## src/rtl/serial_add_seq.sv

```systemverilog
// ---------------------------------------------------------------------------
// serial_add_seq
//
// Bit-serial adder sequencer. Drives an external single-bit full-adder cell
// one operand bit per clock, LSB first, and assembles the returned sum bits
// into a WIDTH-bit result. One addition takes WIDTH RUN cycles followed by a
// single DONE cycle.
//
// Optional feature: define SERIAL_ADD_OVF_EN to add the signed-overflow
// output ovf (XOR of the carry into and out of the MSB position).
//
// Ports
//   clk    in   clock, rising edge
//   rst    in   asynchronous active-high reset
//   start  in   request to begin an addition (honoured only in IDLE)
//   op_a   in   first operand, sampled on accepted start
//   op_b   in   second operand, sampled on accepted start
//   cin    in   initial carry, sampled on accepted start
//   fa_a   out  current LSB of the op_a shift register, to the cell
//   fa_b   out  current LSB of the op_b shift register, to the cell
//   fa_c   out  current carry register, to the cell
//   fa_y1  in   carry returned by the cell
//   fa_y0  in   sum bit returned by the cell
//   busy   out  high while in RUN
//   done   out  one-cycle pulse when sum/cout are valid
//   sum    out  result register, held until the next accepted start
//   cout   out  final carry, held like sum
//   ovf    out  signed overflow, held like sum (SERIAL_ADD_OVF_EN only)
// ---------------------------------------------------------------------------
module serial_add_seq #(
    parameter int WIDTH = 8
) (
    input  logic             clk,
    input  logic             rst,
    input  logic             start,
    input  logic [WIDTH-1:0] op_a,
    input  logic [WIDTH-1:0] op_b,
    input  logic             cin,
    output logic             fa_a,
    output logic             fa_b,
    output logic             fa_c,
    input  logic             fa_y1,
    input  logic             fa_y0,
    output logic             busy,
    output logic             done,
    output logic [WIDTH-1:0] sum,
    output logic             cout
`ifdef SERIAL_ADD_OVF_EN
    ,
    output logic             ovf
`endif
);

    // Counter must be able to hold WIDTH itself so it never wraps.
    localparam int CNT_W = $clog2(WIDTH + 1);
    localparam logic [CNT_W-1:0] LAST = CNT_W'(WIDTH - 1);

    localparam logic [1:0] IDLE = 2'd0;
    localparam logic [1:0] RUN  = 2'd1;
    localparam logic [1:0] DONE = 2'd2;

    logic [1:0]       state;
    logic [WIDTH-1:0] a_sh;
    logic [WIDTH-1:0] b_sh;
    logic             c_reg;
    logic [CNT_W-1:0] cnt;
    logic [WIDTH-1:0] sum_sh;

    // Cell drivers come straight from registers: no input-to-output path.
    assign fa_a = a_sh[0];
    assign fa_b = b_sh[0];
    assign fa_c = c_reg;

    assign busy = (state == RUN);
    assign done = (state == DONE);

    always_ff @(posedge clk or posedge rst) begin
        if (rst) begin
            state  <= IDLE;
            a_sh   <= '0;
            b_sh   <= '0;
            c_reg  <= 1'b0;
            cnt    <= '0;
            sum_sh <= '0;
            sum    <= '0;
            cout   <= 1'b0;
`ifdef SERIAL_ADD_OVF_EN
            ovf    <= 1'b0;
`endif
        end else begin
            case (state)
                IDLE: begin
                    if (start) begin
                        a_sh   <= op_a;
                        b_sh   <= op_b;
                        c_reg  <= cin;
                        cnt    <= '0;
                        sum_sh <= '0;
                        state  <= RUN;
                    end
                end
                RUN: begin
                    // Sum bits arrive LSB first; shifting them in at the MSB
                    // leaves bit i at position i after WIDTH cycles.
                    sum_sh <= {fa_y0, sum_sh[WIDTH-1:1]};
                    c_reg  <= fa_y1;
                    a_sh   <= a_sh >> 1;
                    b_sh   <= b_sh >> 1;
                    cnt    <= cnt + CNT_W'(1);
                    if (cnt == LAST) begin
                        // Publish the result on the same edge that enters
                        // DONE, so sum/cout never move while RUN is active.
                        sum   <= {fa_y0, sum_sh[WIDTH-1:1]};
                        cout  <= fa_y1;
`ifdef SERIAL_ADD_OVF_EN
                        // c_reg is the carry into the MSB, fa_y1 the carry out.
                        ovf   <= c_reg ^ fa_y1;
`endif
                        state <= DONE;
                    end
                end
                DONE: begin
                    state <= IDLE;
                end
                default: begin
                    state <= IDLE;
                end
            endcase
        end
    end

endmodule

```

## config.mk

```make
export PLATFORM = sky130hd
export DESIGN_NAME = serial_add_seq
export DESIGN_NICKNAME = d
export VERILOG_FILES = /design/src/rtl/serial_add_seq.sv
export SDC_FILE = /design/constraint.sdc
export NUM_CORES = 1
export LEC_CHECK = 0
export ABC_AREA = 1
export CORE_ASPECT_RATIO = 1.25
export CORE_MARGIN = 3
export CORE_UTILIZATION = 40
export CTS_BUF_LIST = sky130_fd_sc_hd__clkbuf_16
export CTS_CLUSTER_DIAMETER = 50
export DETAILED_ROUTE_END_ITERATION = 12
export GPL_TIMING_DRIVEN = 0
export PLACE_DENSITY = 0.65
export SYNTH_ARGS = -nofsm -noshare
export SYNTH_HDL_FRONTEND = slang
export SYNTH_SLANG_ARGS = --single-unit
```

## constraint.sdc

```tcl
create_clock -name clk -period 1.75 [get_ports clk]
set_input_delay 0.35 -clock clk [delete_from_list [all_inputs] [get_ports clk]]
set_output_delay 0.35 -clock clk [all_outputs]
set_load 0.05 [all_outputs]
```

---- Yosys cells after proc, flatten, opt, wreduce, memory -nomap -nowiden ----
Cells that the tools add are included.
word-level totals
  register bits ........................... 40
  output and inout port bits .............. 14
  logic and storage cells ................. 32
cells by class
  $add $sub $neg .......................... 1
  equal/unequal tests ..................... 5
  multiplexer cells ....................... 13
  reductions and logical operators ........ 5
operator list
  cell                                                   count
  case mux 8 bit (2 select lines)                        3
  two-way mux 8 bit                                      3
  case mux 4 bit (2 select lines)                        1
  AND reduction 2 bit                                    3
  adder 4 x 1 -> 4 bit, second input constant            1
  == test 4 x 3 -> 1 bit, second input constant          1
  two-way mux 2 bit                                      2
  two-way mux 4 bit                                      1
  case mux 2 bit (2 select lines)                        1
  == test 2 x 1 -> 1 bit, second input constant          1
  == test 2 bit, second input constant                   1
  logical NOT 2 bit                                      1
  inequality test 2 x 1 -> 1 bit, second input constant  1
  inequality test 2 bit, second input constant           1
  case mux 1 bit (2 select lines)                        1
  nonzero test 2 bit                                     1
  two-way mux 1 bit                                      1

---- Longest topological paths before layout ----
  word-level depth ........................ 3
  mapped depth ............................ 6
  gate-level depth less buffers ........... 6

---- Worst setup path after synthesis ----
Ideal clock, no wire load.
  kind .................................... register to output
  from .................................... register state[0]
  to ...................................... output port done
  arrival ................................. 1083 ps
  required time ........................... 1400 ps
  setup slack ............................. 317 ps
  cell stages (with the launch flop) ...... 2
  path buffers ............................ 0
  path through ............................ dfrtp_1 nor2_1
on the way
  word-level cells in the longest chain between the ends .. 1
ends and longest elaborated chain
  what                    RTL line  RTL
  start, declared         62        logic [1:0] state;
  start signal, assigned  79        state <= IDLE;
  start signal, assigned  99        state <= RUN;
  start signal, assigned  119       state <= DONE;
  == test 2 bit           75        assign done = (state == DONE);
  end, declared           45        output logic done,
No other way between the ends.

---- Worst setup path in the final report ----
Same ends and word-level chain as after synthesis.

==> results.toml <==
[final_layout]
drive_gt1_frac = 0.1130
finalNonFillerCells = 284
fin_area_um2 = 2217
n_antenna_cell = 0
syn2layout_area_growth_pct = 31.85
postLayoutCoreUtil = 0.5670
fin_nets = 253

[critical_path]
crit_start = "state[0]$_DFFE_PP0P_"
regToRegSetupSlack_ns = 0.49
timing.rr.start = "cnt[0]$_DFFE_PP0P_"
endpoint_kind = "primary output"
crit_path_start_kind = "flip-flop"
worstPathMaxFanout = 3
crit_arrival_ns = 1.33
criticalPathCategory = "flip-flop to primary output"
cp_data_required_time_ns = 1.40

[clocking]
post_cts_buffers = 0
clock-sinks = 39
cts_inserted_buffers = 5
clockBufferDepth = 2
clkLatencyLatePin_ns = 0.28
htreeDepth = 2
cts-root-buf = "clkbuf_16"
clkTransAtPathRegs_ns = 0.05
cts_tree = "yes"

[synth]
synthDominantAreaCellType = "dfrtp_1"
yosys-mux-area-fraction = 0
async_flop_share = 1.000
synth_compound_area_frac = 0.03348
yosysSeqAreaShare = 0.5804
netlist_top_cells_count = "nand2_1 (62), nand3_1 (48), dfrtp_1 (39), inv_1 (8), buf_4 (5)"
synth_area_per_cell_um2 = 8.945
synth_cell_type_count = 17
yosysMostFrequentCell = "nand2_1"
syn_nets = 211
synthFlopType = "dfrtp_1"
yosysWarnings = 0
synth-simple-area-share = 0.3118
synth_area_leaders = "dfrtp_1 (58%), nand3_1 (14%), nand2_1 (14%)"
netlist_instances = 188
syn_area_um2 = 1682
yosysTopAreaCellShare = 0.5804
synth_edf_count = 0
synthXorXnorAreaFrac = 0
synth-seq-cells = 39
synth-adder-area-share = 0.007440
synth_top_family_by_area = "simple AND/OR/NAND/NOR gates"

[power]
power_frac_clock = 0.201
p_int_mw = 2.383
powerDensity_nw_per_um2 = 1857
irDropWorstVdd_mv = 0.9815
switchingPower_mw = 1.734
switching_share = 0.4212
power.leakage_nw = 1.110
power_frac_comb = 0.431
seqPwrFrac = 0.368
power.total_mw = 4.117

[timing]
fin_tns_setup_ns = 0
timing.final.crit_share = 0.9598
finalCriticalPeriod_ns = 1.680
slew_headroom = 0.4671
hold_violations = 0
final_max_slew_viol_count = 0
fmax_ghz = 0.5954
fin_skew_ns = 0.004445
tightestPinTransition_ns = 0.7981
setup_viol = 0

[floorplan]
die-area_um2 = 5023
die_y_um = 78.49
die_w_um = 64.00
start_util = 0.4301
num_rows = 25
io_pins = 36
coreArea_um2 = 3910

[route]
wl_met3_um = 151
highest_layer = "met4"
drt_pre_antenna_iters = 4
dr_wl_met2_um = 1787
vias_per_cell = 4.863
wl_per_cell_um = 12.18
drc_errors = 0
vias = 1381
drt_iter0_drc = 53
wl_um = 3459
drt-met1-wl_um = 1466
ant_nets = 0

[run]
drv_cap = 0

[global_route]
grtUsageTotal = 0.1554
grt_max_degree = 40
grt_pass1_vias = 1329
grt_remaining_overflow = 0
antenna_found_initial = 0
grt_pass1_wl_um = 6051

[place]
dp_cells = 277
dpl_cell_area_um2 = 2100
place.gp.congestion = 0.7549
place_hpwl_um = 2364
portBuffers = 35

[run_status]
status = "finished, final reports clean"

[worst_hold_path]
worstHoldStart = "sum[2]$_DFFE_PP0P_"
hold_class = "flip-flop to flip-flop"
==> area by class of cell <==
class | instances | area, um2
repair buffers | 35 | 332.8
well taps | 54 | 67.56
inverters | 10 | 37.54
fillers | 394 | 1693
multi-input cells | 129 | 593.1
clock buffers | 5 | 125.1
flip-flops and latches | 39 | 977.2
clock inverters | 2 | 8.758
plain buffers | 10 | 75.07
==> routing by layer <==
layer  vias to the layer above  track usage
li1                        696            -
met1                       650       0.1881
met2                        31       0.2637
met3                         4      0.03863
met4                         0      0.05832
met5                         -            0
==> state kept, by name, indices dropped and copies added, names as in the netlist <==
| signal | count |
|---|---|
| sum_sh | 7 |
| fa_c | 1 |
| sum | 8 |
| cnt | 4 |
| a_sh | 8 |
| state | 2 |
| b_sh | 8 |
| cout | 1 |
==> worst paths after layout <==
path                                             end  depth (start not counted)
worst max-delay path                            done                          2
worst min-delay path              sum[2]$_DFFE_PP0P_                          2
worst max register to register      cout$_DFFE_PP0P_                          6
worst min register to register    sum[2]$_DFFE_PP0P_                          2
max in group asynchronous       state[0]$_DFFE_PP0P_                          2
min in group asynchronous        a_sh[0]$_DFFE_PP0P_                          2
==> critical path: stages (launching register included) <==
cell and delay, ns:
dfrtp_2 0.43, nor2_1 0.12, clkdlybuf4s15_1 0.51
==> through the flow <==
step	setup slack, ns	hold slack (ns)
5_1_grt	-0.009402	0.4835
4_1_cts	0.01726	0.4662
3_3_place_gp	-0.3549	0.4522
3_5_place_dp	-0.1810	0.4573
2_1_floorplan	0.3166	0.4596
6_report	0.07039	0.4591
==> power groups by stage <==
stage / logic, mW / clock network [mW] / registers, mW
3_5_place_dp: 1.89 / 0 / 1.53
5_1_grt: 1.97 / 0.886 / 1.57
6_report: 1.77 / 0.828 / 1.51
3_3_place_gp: 1.87 / 0 / 1.52
4_1_cts: 1.79 / 0.855 / 1.51
2_1_floorplan: 0.900 / 0 / 1.94
==> repair_timing <==
| item | in CTS | in global routing |
|---|---|---|
| pin swaps | 0 | 0 |
| resized for setup | 18 | 3 |
| setup endpoints to repair | 14 | 2 |
| cloned | 0 | 0 |
| hold buffers | 0 | 0 |
==> cell usage in the layout (no fill, tap or decap), types with 2 or more instances in the layout <==
cell type,instances
o21ai_0,3
dfrtp_1,38
clkdlybuf4s50_1,21
nor2_1,4
inv_2,3
buf_2,3
nand3_1,48
nand2_2,3
buf_6,2
nand2_1,62
dlygate4sd2_1,12
inv_1,7
o22ai_1,4
clkbuf_16,5
buf_4,5
==> logic make-up (layout without fill, tap and decap cells) <==
kind of cell | count (synthesis) | after routing
simple gates | 119 | 119
flops | 39 | 39
buf+inv | 20 | 62
compound gates | 9 | 9
fa+ha+maj | 1 | 1
(Power assumes the default switching activity.)
